==> src/rtl/delta_decode.sv <==
// rtl/delta_decode.sv - delta-modulation decoder with slope-overload detection
//
// Purpose:
//   Rebuilds 8-bit unsigned samples from a 1-bit delta-modulated stream.
//   A 10-bit signed integrator moves by +/-STEP per bit and saturates at +511/-512.
//   Its value, clamped to 0..255, is the output sample. A run counter and a small
//   FSM raise 'overload' after RUN_LEN identical bits in a row.
//
// Optional feature (macro MOVAVG_EN):
//   Adds a 4-deep moving average over the clamped samples. sample_valid latency
//   becomes 2 clocks. Overload timing does not change.
//
// Ports:
//   CLK100MHZ     in   1  system clock, all state on rising edge
//   reset         in   1  asynchronous, active-high reset
//   bit_in        in   1  encoded bit (1 = up step, 0 = down step)
//   bit_valid     in   1  bit_in qualifier, one bit consumed per high cycle
//   sync_clear    in   1  synchronous integrator/FSM clear; takes priority over bit_valid
//   sample        out  8  reconstructed sample, unsigned, held between strobes
//   sample_valid  out  1  one-cycle strobe, sample updated
//   overload      out  1  slope-overload flag, level

module delta_decode #(
  parameter int STEP    = 20,
  parameter int RUN_LEN = 8
) (
  input  logic       CLK100MHZ,
  input  logic       reset,
  input  logic       bit_in,
  input  logic       bit_valid,
  input  logic       sync_clear,
  output logic [7:0] sample,
  output logic       sample_valid,
  output logic       overload
);

  typedef enum logic [1:0] {
    IDLE     = 2'd0,
    TRACK    = 2'd1,
    OVERLOAD = 2'd2
  } state_t;

  localparam logic signed [11:0] STEP_W  = 12'(STEP);
  localparam logic        [3:0]  RUN_MAX = 4'(RUN_LEN);

  state_t state, state_next;

  logic signed [9:0]  acc;
  logic signed [9:0]  acc_step;
  logic signed [11:0] acc_ext;
  logic signed [11:0] acc_sum;
  logic        [7:0]  clamped;
  logic        [3:0]  run, run_next;
  logic               prev_bit, prev_bit_next;
  logic               overload_next;
  logic               take;

  // sync_clear wins over bit_valid: the bit is dropped entirely.
  assign take = bit_valid & ~sync_clear;

  // Integrator step, computed 2 bits wider so the saturation test cannot wrap.
  always_comb begin
    acc_ext = {{2{acc[9]}}, acc};
    acc_sum = bit_in ? (acc_ext + STEP_W) : (acc_ext - STEP_W);
    if (acc_sum > 12'sd511) begin
      acc_step = 10'sd511;
    end else if (acc_sum < -12'sd512) begin
      acc_step = -10'sd512;
    end else begin
      acc_step = acc_sum[9:0];
    end
  end

  // Clamp the new integrator value to the unsigned 8-bit output range.
  always_comb begin
    if (acc_step[9]) begin
      clamped = 8'd0;
    end else if (acc_step > 10'sd255) begin
      clamped = 8'hFF;
    end else begin
      clamped = acc_step[7:0];
    end
  end

  // Run counter and overload FSM, next-state logic.
  always_comb begin
    state_next    = state;
    run_next      = run;
    prev_bit_next = prev_bit;
    overload_next = overload;
    if (sync_clear) begin
      state_next    = IDLE;
      run_next      = 4'd0;
      overload_next = 1'b0;
    end else if (bit_valid) begin
      prev_bit_next = bit_in;
      // In IDLE prev_bit is stale, so the first bit always starts a fresh run.
      if (state == IDLE || bit_in != prev_bit) begin
        run_next = 4'd1;
      end else if (run < RUN_MAX) begin
        run_next = run + 4'd1;
      end
      case (state)
        IDLE: begin
          state_next = TRACK;
        end
        TRACK: begin
          if (run_next == RUN_MAX) begin
            state_next    = OVERLOAD;
            overload_next = 1'b1;
          end
        end
        OVERLOAD: begin
          if (bit_in != prev_bit) begin
            state_next    = TRACK;
            overload_next = 1'b0;
          end
        end
        default: begin
          state_next    = IDLE;
          overload_next = 1'b0;
        end
      endcase
    end
  end

  always_ff @(posedge CLK100MHZ or posedge reset) begin
    if (reset) begin
      state    <= IDLE;
      run      <= 4'd0;
      prev_bit <= 1'b0;
      overload <= 1'b0;
      acc      <= 10'sd0;
    end else begin
      state    <= state_next;
      run      <= run_next;
      prev_bit <= prev_bit_next;
      overload <= overload_next;
      if (sync_clear) begin
        acc <= 10'sd0;
      end else if (bit_valid) begin
        acc <= acc_step;
      end
    end
  end

`ifdef MOVAVG_EN
  // h0 is the newest clamped sample. The average is taken one cycle after the
  // history update, which gives the 2-clock strobe latency.
  logic [7:0] h0, h1, h2, h3;
  logic       avg_pend;
  logic [9:0] hist_sum;

  assign hist_sum = {2'b00, h0} + {2'b00, h1} + {2'b00, h2} + {2'b00, h3};

  always_ff @(posedge CLK100MHZ or posedge reset) begin
    if (reset) begin
      h0           <= 8'd0;
      h1           <= 8'd0;
      h2           <= 8'd0;
      h3           <= 8'd0;
      avg_pend     <= 1'b0;
      sample       <= 8'd0;
      sample_valid <= 1'b0;
    end else begin
      avg_pend     <= take;
      sample_valid <= avg_pend;
      if (avg_pend) begin
        sample <= hist_sum[9:2];
      end
      if (sync_clear) begin
        h0 <= 8'd0;
        h1 <= 8'd0;
        h2 <= 8'd0;
        h3 <= 8'd0;
      end else if (bit_valid) begin
        h0 <= clamped;
        h1 <= h0;
        h2 <= h1;
        h3 <= h2;
      end
    end
  end
`else
  always_ff @(posedge CLK100MHZ or posedge reset) begin
    if (reset) begin
      sample       <= 8'd0;
      sample_valid <= 1'b0;
    end else begin
      sample_valid <= take;
      if (take) begin
        sample <= clamped;
      end
    end
  end
`endif

endmodule

==> config.mk <==
export PLATFORM = sky130hd
export DESIGN_NAME = delta_decode
export DESIGN_NICKNAME = d
export VERILOG_FILES = /design/src/rtl/delta_decode.sv
export SDC_FILE = /design/constraint.sdc
export NUM_CORES = 1
export LEC_CHECK = 0
export BUFFER_PORTS_ARGS = -buffer_cell sky130_fd_sc_hd__buf_2
export CAP_MARGIN = 20
export CORE_UTILIZATION = 53
export CTS_BUF_LIST = sky130_fd_sc_hd__clkbuf_16
export CTS_CLUSTER_DIAMETER = 60
export DETAILED_ROUTE_END_ITERATION = 8
export PLACE_DENSITY = 0.81
export SLEW_MARGIN = 20
export SYNTH_ARGS = -nofsm -noshare
export SYNTH_HDL_FRONTEND = slang
export SYNTH_SLANG_ARGS = --single-unit
==> constraint.sdc <==
create_clock -name CLK100MHZ -period 2.2 [get_ports CLK100MHZ]
set_input_delay 0.11 -clock CLK100MHZ [delete_from_list [all_inputs] [get_ports CLK100MHZ]]
set_output_delay 0.11 -clock CLK100MHZ [all_outputs]
set_load 0.02 [all_outputs]
==> results of run 1 <==
power by group:
part | switching (uW) | internal (uW) | leakage [uW]
Sequential | 97.6 | 648 | 0.000351
Combinational | 785 | 562 | 0.000534
Clock | 178 | 247 | 0.0000371
Total | 1060 | 1460 | 0.000922
critical path: stages, from the launching register on:
cell and delay (ns):
dfrtp_1 0.41, ha_1 0.30, a211oi_2 0.22, o21bai_1 0.13, a21oi_2 0.26, a21boi_4 0.11
buf_4 0.18, or3_1 0.34, nand4_1 0.11
cell type report:
class	count	area, um^2	share of cell area
Multi-Input combinational cell	148	1010	0.484
Sequential cell	27	676	0.323
Timing Repair Buffer	29	205	0.0981
Clock buffer	3	75.1	0.0359
Inverter	16	60.1	0.0287
Tap cell	44	55.1	0.0263
Clock inverter	1	7.51	0.00359
sequential cells by signal, summed over array words and instances, names as in the netlist:
register      count
sample_valid      1
run               4
acc              10
overload          1
state             2
prev_bit          1
sample            8
worst min-delay path by stage:
stage                         start   endpoint  slack (ns)  cells past startpoint
after floorplan               reset     acc[0]        0.16                      1
after global placement        reset  sample[0]        0.18                      3
after detailed placement      reset  sample[0]        0.19                      3
after CTS                 bit_valid     acc[9]        0.20                      2
after global routing      bit_valid     acc[9]        0.23                      2
final                     bit_valid     acc[9]        0.20                      2
cell usage after synthesis (all sizes together), types with 2 or more instances:
library cell	n	area share
clkbuf	7	0.015
or3	3	0.011
a21oi	26	0.077
nand3	2	0.0057
ha	8	0.057
xnor2	5	0.025
o21ai	21	0.060
nor2	18	0.039
nand2b	8	0.029
xor2	2	0.010
dfrtp	27	0.39
o31ai	2	0.0086
a32oi	4	0.020
a22oi	2	0.014
inv	16	0.034
mux2i	3	0.017
o21bai	4	0.017
nor3	7	0.020
a31oi	2	0.0072
buf	2	0.0093
a211oi	2	0.011
nand2	10	0.022
nand4	3	0.011
layer usage:
layer,vias to the layer above,track usage,wire length (um)
li1,768,-,-
met1,739,0.374,1890
met2,62,0.388,1930
met3,11,0.0262,273
met4,0,0.0918,73
met5,-,0,0
stage by stage:
step / hold WS [ns] / total power (uW) / util / cells / worst slack [ns]
final: 0.204 / 2520 / 0.679 / 268 / 0.0564
after global routing: 0.226 / 2660 / 0.679 / 268 / -0.0413
after CTS: 0.196 / 2410 / 0.658 / 266 / 0.00101
after detailed placement: 0.193 / 1970 / 0.628 / 261 / -0.00637
after global placement: 0.185 / 1950 / 0.628 / 261 / -0.00422
after floorplan: 0.163 / 1590 / - / 200 / 0.122
what timing repair did:
item	4_1_cts	5_1_grt
endpoints found under the hold margin	27	0
hold buffers	1	0
setup buffers	0	2
endpoints found under the setup margin	0	13
gates resized for setup	0	11
cells by family (layout without fill, tap and decap cells):
family | after synthesis | after routing
fa+ha+maj | 9 | 9
xor+xnor | 7 | 7
simple gates | 57 | 57
flops | 27 | 27
buf+inv | 25 | 49
mux | 4 | 4
compound gates | 71 | 71
cell usage in the layout, fill, tap and decap left out, drive strengths merged, types with 7 or more instances in the layout:
cell / netlist / layout
nand2b: 8 / 8
buf: 2 / 28
o21ai: 21 / 21
ha: 8 / 8
a21oi: 26 / 26
inv: 16 / 16
nand2: 10 / 10
dfrtp: 27 / 27
nor3: 7 / 7
nor2: 18 / 18
==> flow_metrics.env, run 1 <==
export IMPL_status="finished, final reports clean"
export IMPL_rr_worst_depth=8
export IMPL_synth_simple_area_share=0.166
export IMPL_synth_compound_area_frac=0.260
export IMPL_routabilityCongestion=0.873
export IMPL_cts_max_level=1
export IMPL_synth_top_family_by_area="compound AO/OA/AOI/OAI gates"
export IMPL_drv_slew=0
export IMPL_timing_rr_end="acc[1]"
export IMPL_synth_cell_types=43
export IMPL_die_w_um=59.4
export IMPL_vias=1580
export IMPL_rsz0062_at_grt="true"
export IMPL_syn_area_um2=1740
export IMPL_startpoint="acc[3]"
export IMPL_leakage_uw=0.000922
export IMPL_port_buffers=14
export IMPL_path_clk_slew_ns=0.07
export IMPL_drc_errors=0
export IMPL_r2r_slack_ns=0.06
export IMPL_ys_ff_latch=27
export IMPL_grt_remaining_overflow=0
export IMPL_hp_class="in2reg"
export IMPL_cap_violations=0
export IMPL_cts_root_buf="clkbuf_16"
export IMPL_period_needed_ns=2.14
export IMPL_finish_net_count=239
export IMPL_tightest_slew_ns=0.748
export IMPL_synth_flop_cell="dfrtp_1"
export IMPL_core_um2=3080
export IMPL_yosys_warnings=0
export IMPL_clk_path_buf_depth=2
export IMPL_ir_worst_vdd_mv=0.676
export IMPL_die_h_um=59.4
export IMPL_num_antenna_cells=0
export IMPL_post_route_period_util=0.974
export IMPL_design_area_um2=2090
export IMPL_antenna_found_initial=0
export IMPL_finClkSkew_ns=0.00254
export IMPL_area_growth_syn_to_layout_pct=19.9
export IMPL_setup_violations=0
export IMPL_rows=20
export IMPL_muxShareOfSynthArea=0.0237
export IMPL_cts_tree="done"
export IMPL_cellPowerDensity_nw_per_um2=1200
export IMPL_clock_fmax_mhz=467
export IMPL_postPlaceCellArea_um2=1930
export IMPL_hold_viol=0
export IMPL_hpwl_um=2780
export IMPL_grt_pass1_vias=1463
export IMPL_crit_fanout=7
export IMPL_max_slew_margin=0.500
export IMPL_syn_inst=200
export IMPL_dr_pass1_iters=4
export IMPL_ant_nets=0
export IMPL_cts_buffers=3
export IMPL_synth_adder_area_share=0.0689
export IMPL_vias_per_cell=5.90
export IMPL_critical_path_class="reg2reg"
export IMPL_synth_edff_count=0
export IMPL_syn_mean_instance_area_um2=8.72
export IMPL_insertion_delay_ns=0.26
export IMPL_io_pins=15
export IMPL_cp_required_ns=2.39
export IMPL_drt_iter0_drc=78
export IMPL_fillers=242
export IMPL_drive_gt1_frac=0.205
export IMPL_endpoint_kind="flip-flop"
export IMPL_cts_sinks=27
export IMPL_grt_max_degree=28
export IMPL_dieArea_um2=3520
export IMPL_crit_arrival_ns=2.34
export IMPL_grt_pass1_wl_um=6650
export IMPL_worstSetupEndpoint="acc[1]"
export IMPL_synthArstFlopShare=1.00
export IMPL_synth_fp_nets=214
export IMPL_rr_startpoint="acc[3]"
export IMPL_synth_yosys_seq_area_share=0.387
export IMPL_wire_per_inst_um=15.5
export IMPL_cp_start_kind="flip-flop"
export IMPL_tns_ns=0
export IMPL_groute_usage_overall=0.254
export IMPL_synth_xor_area_frac=0.0352
export IMPL_start_util=0.567
export IMPL_routed_wl_um=4170
Note: power is estimated with default switching activity, not from simulation.
==> inputs of run 2 (changes only) <==
Settings changed: CORE_MARGIN set to 1.5, TNS_END_PERCENT set to 50.
==> run 2 against run 1 <==
- the run now ends with setup timing left
- critical path depth fell by 1
- combinational power barely moved
- clock skew rose by 0.0027 ns
- highest routed layer unchanged
- clock power fell by 2%
- power barely moved
- via count fell by 0.19%
- die area rose by 3.4%
- fmax fell by 6.9%
- sequential share of layout area rose by 0.14 points
- setup slack got worse by 0.16 ns
- first-iteration DRC count rose by 63%
- largest power group unchanged
- sequential cell count did not move
==> flow_metrics.env, run 2 (synthesized netlist as in run 1, its figures left out) <==
export IMPL_rows=20
export IMPL_endpoint_kind="flip-flop"
export IMPL_hold_viol=0
export IMPL_wire_per_inst_um=16.6
export IMPL_dr_pass1_iters=4
export IMPL_top_regs="acc: 10 flops, sample: 8 flops, run: 4 flops"
export IMPL_max_stage_delay_ns=0.54
export IMPL_pwr_share_seq=0.298
export IMPL_critical_path_cell_count=7
export IMPL_die_h_um=60.4
export IMPL_finish_net_count=237
export IMPL_min_path_cells=2
export IMPL_cellPowerDensity_nw_per_um2=1210
export IMPL_drive_gt1_frac=0.203
export IMPL_core_um2=3080
export IMPL_die_w_um=60.4
export IMPL_critPathTopFamily="compound AO/OA/AOI/OAI gates"
export IMPL_groute_usage_overall=0.239
export IMPL_fin_util=0.676
export IMPL_vias_per_cell=5.93
export IMPL_whs_ns=0.172
export IMPL_finClkSkew_ns=0.00523
export IMPL_worst_slack_ns=-0.102
export IMPL_clock_fmax_mhz=434
export IMPL_cp_start_kind="flip-flop"
export IMPL_cts_tree="done"
export IMPL_ant_nets=0
export IMPL_status="finished with violations"
export IMPL_grt_pass1_vias=1372
export IMPL_crit_arrival_ns=2.50
export IMPL_violations="setup timing"
export IMPL_cts_max_level=1
export IMPL_finalNonFillerCells=266
export IMPL_setup_violations=5
export IMPL_io_pins=15
export IMPL_hp_class="in2reg"
export IMPL_ir_worst_vdd_mv=0.902
export IMPL_routed_wl_um=4420
export IMPL_num_antenna_cells=0
export IMPL_cts_sinks=27
export IMPL_p_total_uw=2520
export IMPL_antenna_found_initial=0
export IMPL_leakage_uw=0.000911
export IMPL_drc_errors=0
export IMPL_rr_worst_depth=7
export IMPL_vias=1577
export IMPL_post_route_period_util=1.05
export IMPL_dp_cells=260
export IMPL_insertion_delay_ns=0.27
export IMPL_cp_required_ns=2.40
export IMPL_hpwl_um=2770
export IMPL_clk_path_buf_depth=2
export IMPL_port_buffers=14
export IMPL_crit_slowest_cell="or4b_1"
export IMPL_period_needed_ns=2.30
export IMPL_cts_buffers=3
export IMPL_p_switching_uw=1070
export IMPL_regMostFlops="acc"
export IMPL_tightest_slew_ns=0.777
export IMPL_grt_remaining_overflow=0
export IMPL_switching_share=0.424
export IMPL_power_frac_comb=0.536
export IMPL_grt_pass1_wl_um=6400
export IMPL_mostFrequentLayoutCell="dfrtp_1"
export IMPL_max_slew_margin=0.480
export IMPL_final_cell_mix="27 x dfrtp_1, 23 x a21oi_1, 18 x o21ai_0, 18 x nor2_1, 16 x inv_1"
export IMPL_crit_fanout=9
export IMPL_cap_violations=0
export IMPL_largest_register_ffs=10
export IMPL_crit_buf_inv=0
export IMPL_p_int_uw=1450
export IMPL_clkPwrFrac=0.165
export IMPL_drt_iter0_drc=127
export IMPL_routabilityCongestion=0.919
export IMPL_path_clk_slew_ns=0.07
export IMPL_area_growth_syn_to_layout_pct=19.4
export IMPL_start_util=0.567
export IMPL_critical_path_class="reg2reg"
export IMPL_dieArea_um2=3640
export IMPL_cts_root_buf="clkbuf_16"
export IMPL_critical_path_cell_chain="ha_1 > a211oi_2 > o21bai_1 > a21oi_2 > a21boi_4 > or4b_1 > nand4_1"
export IMPL_drv_slew=0
export IMPL_grt_max_degree=28
==> run 2: per-layer routing <==
layer | vias up | wire [um] | track usage
li1 | 761 | - | -
met1 | 758 | 1990 | 0.336
met2 | 47 | 2180 | 0.396
met3 | 11 | 148 | 0.0384
met4 | 0 | 101 | 0.0476
met5 | - | 0 | 0
==> run 2: final timing paths <==
path | from | to | slack (ns)
max | acc[3] | acc[2] | -0.10
min | bit_valid | acc[9] | 0.17
max reg2reg | acc[3] | acc[2] | -0.10
min reg2reg | acc[6] | acc[6] | 0.50
max in group asynchronous | reset | acc[6] | 1.47
min in group asynchronous | reset | acc[0] | 0.47
==> run 2: layout make-up <==
class | count | area [um^2]
Sequential cell | 27 | 676
Clock inverter | 1 | 5.00
Inverter | 16 | 60.1
Clock buffer | 3 | 75.1
Tap cell | 44 | 55.1
Fill cell | 245 | 996
Timing Repair Buffer | 27 | 174
Multi-Input combinational cell | 148 | 1040
==> run 2: metrics by stage <==
stage / instance area [um^2] / setup slack (ns) / setup TNS [ns]
after global routing: 2080 / -0.168 / -1.10
after CTS: 2010 / 0.0332 / 0
final: 2080 / -0.102 / -0.156
after global placement: 1910 / -0.0355 / -0.186
after detailed placement: 1910 / 0.0131 / 0
after floorplan: 1750 / 0.122 / 0
==> run 2: repair_timing <==
action                     CTS  global route
hold endpoints to repair    27             0
setup endpoints to repair    5            14
buffers inserted             0             1
pin swaps                    0             4
hold buffers                 1             0
gates resized for setup      1            11
==> run 2: worst register-to-register path: stages, from the launching register on <==
cell and delay [ns]:
dfrtp_1 0.41, ha_1 0.30, a211oi_2 0.28, o21bai_1 0.16
a21oi_2 0.27, a21boi_4 0.14, or4b_1 0.54, nand4_1 0.13
==> run 2: power groups by stage <==
stage / sequential, uW / combinational, uW / clock [uW]
finish: 752 / 1350 / 417
global route: 762 / 1470 / 439
CTS: 738 / 1220 / 422
detailed placement: 744 / 1200 / 0
global placement: 746 / 1180 / 0
floorplan: 829 / 765 / 0
==> inputs of run 3 (changes only) <==
Settings changed: CORE_MARGIN 1.5 to 2, CORE_UTILIZATION 53 to 45, PLACE_DENSITY 0.81 to 0.71.
==> run 3 against run 2 <==
- the run now ends clean
- final cell count increased by 4.5%
- critical path depth increased by 2
- core utilization decreased by 8.5 points
- largest cell class unchanged
- highest routed layer unchanged
==> flow_metrics.env, run 3 (synthesized netlist as in run 1, its figures left out) <==
export IMPL_status="finished, final reports clean"
export IMPL_regMostFlops="acc"
export IMPL_place_ws_ns=-0.0137
export IMPL_clock_fmax_mhz=478
export IMPL_groute_usage_overall=0.209
export IMPL_routabilityCongestion=0.829
export IMPL_finish_net_count=245
export IMPL_die_w_um=66.3
export IMPL_wire_per_inst_um=15.7
export IMPL_cts_root_buf="clkbuf_16"
export IMPL_tightest_slew_ns=0.403
export IMPL_max_slew_margin=0.731
export IMPL_vias_per_cell=5.71
export IMPL_post_route_period_util=0.951
export IMPL_period_needed_ns=2.09
export IMPL_io_pins=15
export IMPL_finClkSkew_ns=0.00381
export IMPL_endpoint_kind="flip-flop"
export IMPL_largest_register_ffs=10
export IMPL_num_antenna_cells=0
export IMPL_mostFrequentLayoutCell="dfrtp_1"
export IMPL_port_buffers=14
export IMPL_area_growth_syn_to_layout_pct=25.0
export IMPL_crit_arrival_ns=2.29
export IMPL_top_regs="acc: 10 flops, sample: 8 flops, run: 4 flops"
export IMPL_dieArea_um2=4390
export IMPL_cellPowerDensity_nw_per_um2=1210
export IMPL_drc_errors=0
export IMPL_crit_fanout=7
export IMPL_hp_class="in2reg"
export IMPL_critical_path_class="reg2reg"
export IMPL_dr_pass1_iters=4
export IMPL_cts_buffers=3
export IMPL_hold_viol=0
export IMPL_ir_worst_vdd_mv=0.781
export IMPL_start_util=0.473
export IMPL_cap_violations=0
export IMPL_grt_pass1_vias=1515
export IMPL_cts_tree="done"
export IMPL_grt_remaining_overflow=0
export IMPL_cp_start_kind="flip-flop"
export IMPL_drt_iter0_drc=83
export IMPL_leakage_uw=0.000958
export IMPL_final_cell_mix="27 x dfrtp_1, 18 x o21ai_0, 18 x nor2_1, 18 x a21oi_1, 18 x buf_4"
export IMPL_setup_violations=0
export IMPL_core_um2=3690
export IMPL_die_h_um=66.3
export IMPL_grt_pass1_wl_um=7080
export IMPL_vias=1588
export IMPL_cp_required_ns=2.40
export IMPL_clk_path_buf_depth=2
export IMPL_drive_gt1_frac=0.252
export IMPL_ant_nets=0
export IMPL_rows=22
export IMPL_path_clk_slew_ns=0.07
export IMPL_routed_wl_um=4380
export IMPL_hpwl_um=2880
export IMPL_drv_slew=0
export IMPL_cts_max_level=1
export IMPL_insertion_delay_ns=0.26
export IMPL_antenna_found_initial=0
export IMPL_worst_slack_ns=0.107
export IMPL_whs_ns=0.192
export IMPL_grt_max_degree=28
export IMPL_rsz0062_at_grt="true"
export IMPL_cts_sinks=27
## run 3: cell count changes in the layout (fill, tap and decap cells not counted), sizes merged
cell / before / now
buf: 26 / 34
clkinv: 1 / 0
inv: 16 / 17
## run 3: where the power goes
group | switching [uW] | internal, uW | total (uW)
Combinational | 823 | 646 | 1470
Clock | 176 | 244 | 420
Sequential | 107 | 648 | 755
## run 3: through the flow
step	instances	setup TNS [ns]	total power (uW)	area (um^2)	util
after CTS	273	0	2430	2050	0.555
after global routing	278	-0.0125	2810	2180	0.591
final	278	0	2640	2180	0.591
after global placement	268	-0.0641	1970	1950	0.528
after floorplan	200	0	1590	1750	-
after detailed placement	268	-0.0319	1990	1950	0.528
## run 3: cell type report
cell class	instances	area [um^2]
fillers	317	1510
inverters	16	60.1
repair buffers	35	246
multi-input cells	148	1060
flip-flops and latches	27	676
clock inverters	1	3.75
clock buffers	3	75.1
well taps	48	60.1
## run 3: layer usage
layer	share of wire	wire length (um)	vias up	global-route usage
li1	-	-	776	-
met1	0.44	1930	753	0.292
met2	0.48	2100	55	0.336
met3	0.071	311	4	0.0221
met4	0.0082	36	0	0.0740
met5	0	0	-	0
## run 3: critical path, cell delays in order (launching register included)
cell and delay (ns):
dfrtp_1 0.43, inv_1 0.08, fa_2 0.36, nand2b_4 0.16, a21oi_2 0.18, o31a_1 0.20
buf_6 0.14, nand3_1 0.08, mux2_2 0.29, nand4_1 0.11
## run 3: path summary, 6_finish.rpt
kind                       startpoint  endpoint  slack [ns]  depth (start not counted)
setup / recovery               acc[3]    acc[0]        0.11                          9
hold / removal              bit_valid    acc[9]        0.19                          2
setup reg to reg               acc[3]    acc[0]        0.11                          9
hold reg to reg              prev_bit  prev_bit        0.51                          2
max in group asynchronous       reset    run[3]        1.50                          4
min in group asynchronous       reset    acc[2]        0.45                          4
## run 3: timing repair
item | in CTS | in global routing
hold endpoints to repair | 27 | 0
resized for setup | 2 | 16
pin swaps | 0 | 10
setup endpoints to repair | 10 | 15
setup buffers | 0 | 5
hold buffers | 1 | 0
gates cloned | 0 | 0
